[config.mk]
export PLATFORM = sky130hd
export DESIGN_NAME = vertex_fifo_reader
export DESIGN_NICKNAME = d
export VERILOG_FILES = /design/src/rtl/vertex_fifo_reader_pkg.sv /design/src/rtl/vertex_fifo_reader.sv
export SDC_FILE = /design/constraint.sdc
export NUM_CORES = 1
export LEC_CHECK = 0
export BUFFER_PORTS_ARGS = -buffer_cell sky130_fd_sc_hd__buf_2
export CAP_MARGIN = 20
export CORE_MARGIN = 5
export CORE_UTILIZATION = 55
export CTS_CLUSTER_SIZE = 24
export DETAILED_ROUTE_END_ITERATION = 12
export GPL_TIMING_DRIVEN = 0
export PLACE_DENSITY = 0.82
export SLEW_MARGIN = 15
export SYNTH_ARGS = -nofsm -noshare
export SYNTH_HDL_FRONTEND = slang
export SYNTH_SLANG_ARGS = --single-unit
[constraint.sdc]
create_clock -name clk -period 4 [get_ports clk]
set_input_delay 0.4 -clock clk [delete_from_list [all_inputs] [get_ports clk]]
set_output_delay 0.4 -clock clk [all_outputs]
set_load 0.005 [all_outputs]
[src/rtl/vertex_fifo_reader_pkg.sv]
// vertex_pkg: shared constants and state type for the vertex FIFO drain path.
//   VTX_DBITS   : width of one vertex FIFO entry
//   VTX_WBITS   : width of one downstream beat
//   VFR_CNTW    : width of the optional transmitted-entry counter
//   vfr_state_t : reader FSM state (IDLE = nothing held, BUSY = entry held and streaming)
package vertex_pkg;

  localparam int VTX_DBITS = 96;
  localparam int VTX_WBITS = 32;
  localparam int VFR_CNTW  = 16;

  typedef enum logic {
    IDLE = 1'b0,
    BUSY = 1'b1
  } vfr_state_t;

endpackage

[src/rtl/vertex_fifo_reader.sv]
// vertex_fifo_reader: drains a show-ahead vertex FIFO and serialises each entry into
// DBITS/WBITS beats on a valid/ready stream, least-significant word first.
//
// Optional feature macro: VFR_COUNT_EN (adds the ent_count output and its counter).
//
// Ports
//   clk         in   1      clock, all state updates on posedge
//   reset       in   1      asynchronous active-low reset
//   fifo_empty  in   1      FIFO empty flag
//   fifo_dout   in   DBITS  FIFO head entry, valid whenever fifo_empty==0
//   fifo_rd     out  1      pop strobe, combinational, one cycle per entry
//   flush       in   1      synchronous drop of the held entry
//   out_valid   out  1      beat valid
//   out_ready   in   1      downstream accepts beat
//   out_data    out  WBITS  current beat
//   out_first   out  1      beat is word 0 of its entry
//   out_last    out  1      beat is the final word of its entry
//   dbg_state_o out  1      current FSM state, for observation only
//   ent_count   out  16     entries fully transmitted (VFR_COUNT_EN builds only)
//
// Handshake: a beat transfers on a clock edge where out_valid && out_ready. out_valid is
// never withdrawn and out_data/out_first/out_last never change while a beat waits for
// out_ready, except when flush or reset discards the held entry.
module vertex_fifo_reader
  import vertex_pkg::*;
#(
  parameter int DBITS = VTX_DBITS,
  parameter int WBITS = VTX_WBITS
) (
  input  logic             clk,
  input  logic             reset,
  input  logic             fifo_empty,
  input  logic [DBITS-1:0] fifo_dout,
  output logic             fifo_rd,
  input  logic             flush,
  output logic             out_valid,
  input  logic             out_ready,
  output logic [WBITS-1:0] out_data,
  output logic             out_first,
  output logic             out_last,
  output vfr_state_t       dbg_state_o
`ifdef VFR_COUNT_EN
  ,
  output logic [VFR_CNTW-1:0] ent_count
`endif
);

  localparam int WORDS = DBITS / WBITS;
  localparam int IDXW  = (WORDS > 1) ? $clog2(WORDS) : 1;
  localparam logic [IDXW-1:0] LAST_IDX = IDXW'(WORDS - 1);
  localparam logic [IDXW-1:0] IDX_ONE  = IDXW'(1);

  vfr_state_t                  state_q, state_d;
  logic [IDXW-1:0]             idx_q,   idx_d;
  logic [WORDS-1:0][WBITS-1:0] hold_q,  hold_d;

  always_ff @(posedge clk or negedge reset) begin
    if (!reset) begin
      state_q <= IDLE;
      idx_q   <= '0;
      hold_q  <= '0;
    end else begin
      state_q <= state_d;
      idx_q   <= idx_d;
      hold_q  <= hold_d;
    end
  end

  always_comb begin
    state_d   = state_q;
    idx_d     = idx_q;
    hold_d    = hold_q;
    fifo_rd   = 1'b0;
    out_valid = (state_q == BUSY);

    if (flush) begin
      // Flush outranks everything: no pop, held entry abandoned, FIFO left intact.
      state_d = IDLE;
      idx_d   = '0;
    end else begin
      unique case (state_q)
        IDLE: begin
          // The reset gate keeps the strobe quiet while the FIFO may already hold data.
          if (!fifo_empty && reset) begin
            fifo_rd = 1'b1;
            hold_d  = fifo_dout;
            idx_d   = '0;
            state_d = BUSY;
          end
        end
        BUSY: begin
          if (out_ready) begin
            if (idx_q == LAST_IDX) begin
              idx_d = '0;
              if (!fifo_empty) begin
                // Reload on the last accepted beat so entries stream without a bubble.
                fifo_rd = 1'b1;
                hold_d  = fifo_dout;
              end else begin
                state_d = IDLE;
              end
            end else begin
              idx_d = idx_q + IDX_ONE;
            end
          end
        end
        default: state_d = IDLE;
      endcase
    end
  end

  assign out_data    = hold_q[idx_q];
  assign out_first   = out_valid && (idx_q == '0);
  assign out_last    = out_valid && (idx_q == LAST_IDX);
  assign dbg_state_o = state_q;

`ifdef VFR_COUNT_EN
  logic [VFR_CNTW-1:0] cnt_q, cnt_d;
  logic                cnt_inc;

  // An entry counts only when its final beat is actually accepted; a flushed entry never does.
  assign cnt_inc = (state_q == BUSY) && out_ready && !flush && (idx_q == LAST_IDX);

  always_comb begin
    cnt_d = cnt_q;
    if (cnt_inc) cnt_d = cnt_q + VFR_CNTW'(1);
  end

  always_ff @(posedge clk or negedge reset) begin
    if (!reset) cnt_q <= '0;
    else        cnt_q <= cnt_d;
  end

  assign ent_count = cnt_q;
`endif

endmodule
==> impl_metrics.tcl <==
set metrics [dict create \
    wl_per_cell_um 17.27 \
    dp_hpwl_um 7378 \
    vdd_drop_max_mv 0.2942 \
    fillers 581 \
    max_freq_mhz 325.8 \
    layout.area.seq_mm2 0.002477 \
    critPathLaunch "reset" \
    drtIter0Drc 120 \
    drive_gt1_share_pct 48.77 \
    numPortBuffers 137 \
    worstPathArrival_ps 2670 \
    reg2reg_to "hold_q[91]$_DFFE_PN0P_" \
    critPathCaptureType "output pin" \
    hp-start "fifo_dout[40]" \
    numCtsBuffers 9 \
    final_area_mm2 0.005461 \
    antenna_found_initial 0 \
    whs_ps 249.2 \
    rsz0062_at_grt "no" \
    status "completed" \
    required_ps 3600 \
    ctsHoldBuffers 1 \
    die_height_um 99.46 \
    ios 138 \
    coreArea_mm2 0.007767 \
    worst_setup_path_start_kind "input pin" \
    die-area_mm2 0.009892 \
    path_class "input pin to output pin" \
    first_global_vias 3397 \
    layout-area-overhead-vs-synth_pct 24.08 \
    hp-class "input pin to flip-flop" \
    most-common-layout-cells "buf_2, dfrtp_1, mux2_2" \
    nNetsFinal 582 \
    synthCells 331 \
    routed_via_density 5.347 \
    routed_wl_um 10160 \
    gp_congestion 0.8180 \
    top_layer "met4" \
    drc_errors 0 \
    routed-via-count 3144 \
    p_leak_uw 0.002456 \
    relSlewSlack_pct 55.64 \
    min_period_ps 3069 \
    cts_htree_levels 3 \
    synth_area_mm2 0.004402 \
    fp-row-count 32 \
    maxCapViolations 0 \
    insertion_delay_ps 360 \
    tightest_slew_ps 665.4 \
    grt.overflow.total 0 \
    worstPathMaxFanout 91 \
    finalSetupViolCount 0 \
    grt_usage_pct 21.53 \
    initial_core_util_pct 56.67 \
    clock_path_buffers 2 \
    insertedDiodeCount 0 \
    setup_tns_ps 0 \
    yosysUniqueCellTypes 23 \
    root_buffer "clkbuf_8" \
    crit_path_end "fifo_rd" \
    final_common_cell "buf_2" \
    grt_max_degree 92 \
    ant_nets 0 \
    power_density_mw_per_mm2 450.2 \
    reg2reg_slack_ps 1960 \
    fin_crit_sh_pct 76.72 \
    cts_tree "yes" \
    placed_cell_area_mm2 0.005249 \
    r2r-start "dbg_state_o$_DFF_PN0_" \
    wl_met1_um 4352 \
    routed-wl-met3_um 738 \
    yosys_warnings 0 \
    multiInputGateArea_mm2 0.001797 \
    synth-seq-cells 99 \
    cts.sinks 99 \
    post-route-util_pct 70.31 \
    first_pass_iters 4 \
    hold_violations 0 \
    path_clk_slew_ps 100 \
    die_w_um 99.46 \
    grt_first_pass_wirelength_um 16710 \
    cts_resized 0 \
    met2WireLength_um 5024 \
    seq_area_frac_synth_pct 56.28 \
    syn_area_per_cell_um2 13.30 \
    fin_skew_ps 11.16 \
    slew_viol_final 0 \
    r2r_cells 5 \
    postCtsSetupBuffers 0 \
    syn-num-nets 432 \
]
## report_power, final
| part | switching, uW | leakage, uW | total [uW] | internal, uW |
|---|---|---|---|---|
| sequential | 106 | 0.00118 | 1320 | 1210 |
| combinational | 203 | 0.00117 | 495 | 292 |
| clock | 337 | 0.000102 | 643 | 306 |
## worst min path at each step
stage	cells after the start	to	slack [ps]
after global placement	1	hold_q[90]$_DFFE_PN0P_	470
after CTS	2	hold_q[37]$_DFFE_PN0P_	230
after detailed placement	1	hold_q[77]$_DFFE_PN0P_	230
final	2	hold_q[40]$_DFFE_PN0P_	250
after floorplan	0	dbg_state_o$_DFF_PN0_	100
after global routing	2	hold_q[36]$_DFFE_PN0P_	220
## flip-flops by register name, indices dropped and copies added (netlist names)
register,count
hold_q,96
idx_q,2
dbg_state_o,1
## layout make-up
class                           count  area share (%)
Clock inverter                      6           1.191
Multi-Input combinational cell    209           32.90
Sequential cell                    99           45.36
Buffer                             23           2.337
Timing Repair Buffer              139           13.36
Tap cell                          102           2.337
Clock buffer                       10           2.520
## synthesized netlist by cell type
| master | n | area share (%) |
|---|---|---|
| o21ai_0 | 31 | 3.5 |
| buf_2 | 9 | 1.0 |
| nor2b_1 | 2 | 0.28 |
| buf_6 | 3 | 0.77 |
| nand4b_1 | 2 | 0.40 |
| nor3b_1 | 1 | 0.17 |
| mux2i_1 | 32 | 7.3 |
| or3b_2 | 1 | 0.20 |
| clkbuf_1 | 8 | 0.68 |
| o22ai_1 | 1 | 0.14 |
| nor2_1 | 2 | 0.17 |
| mux2_2 | 67 | 17 |
| nand2b_1 | 1 | 0.14 |
| buf_4 | 2 | 0.34 |
| buf_1 | 1 | 0.085 |
| a211oi_2 | 1 | 0.28 |
| nand2_1 | 33 | 2.8 |
| nand3_1 | 2 | 0.23 |
| a21oi_1 | 2 | 0.23 |
| dfrtp_1 | 99 | 56 |
| mux2_1 | 29 | 7.4 |
| and3b_1 | 1 | 0.20 |
| a32oi_1 | 1 | 0.20 |
## critical path: stages
cell	delay, ps
dlygate4sd3_1	540
buf_6	190
buf_16	360
nand2b_1	120
a211oi_2	410
buf_4	290
buf_6	180
buf_2	130
## kinds of logic (layout without fill, tap and decap cells)
group                  Yosys count  after routing  synth area share [%]
AND/OR/NAND/NOR                 45             45                 4.605
AO/OA/AOI/OAI                   36             36                 4.378
buffers and inverters           23            178                 2.899
flip-flops                      99             99                 56.28
multiplexers                   128            128                 31.84
## metal layers
metal | up-vias | global-route usage (%)
li1 | 1468 | -
met1 | 1569 | 28.35
met2 | 103 | 35.23
met3 | 4 | 6.942
met4 | 0 | 4.412
met5 | - | 0
## stage by stage
stage / cells / total power (uW) / setup WS, ps
CTS: 588 / 2489 / 850.6
global placement: 570 / 1804 / 259.5
floorplan: 331 / 1607 / 2265
finish: 588 / 2459 / 931.0
global route: 588 / 2613 / 688.1
detailed placement: 571 / 1843 / 1440
Note: power is estimated with default switching activity, not from simulation.
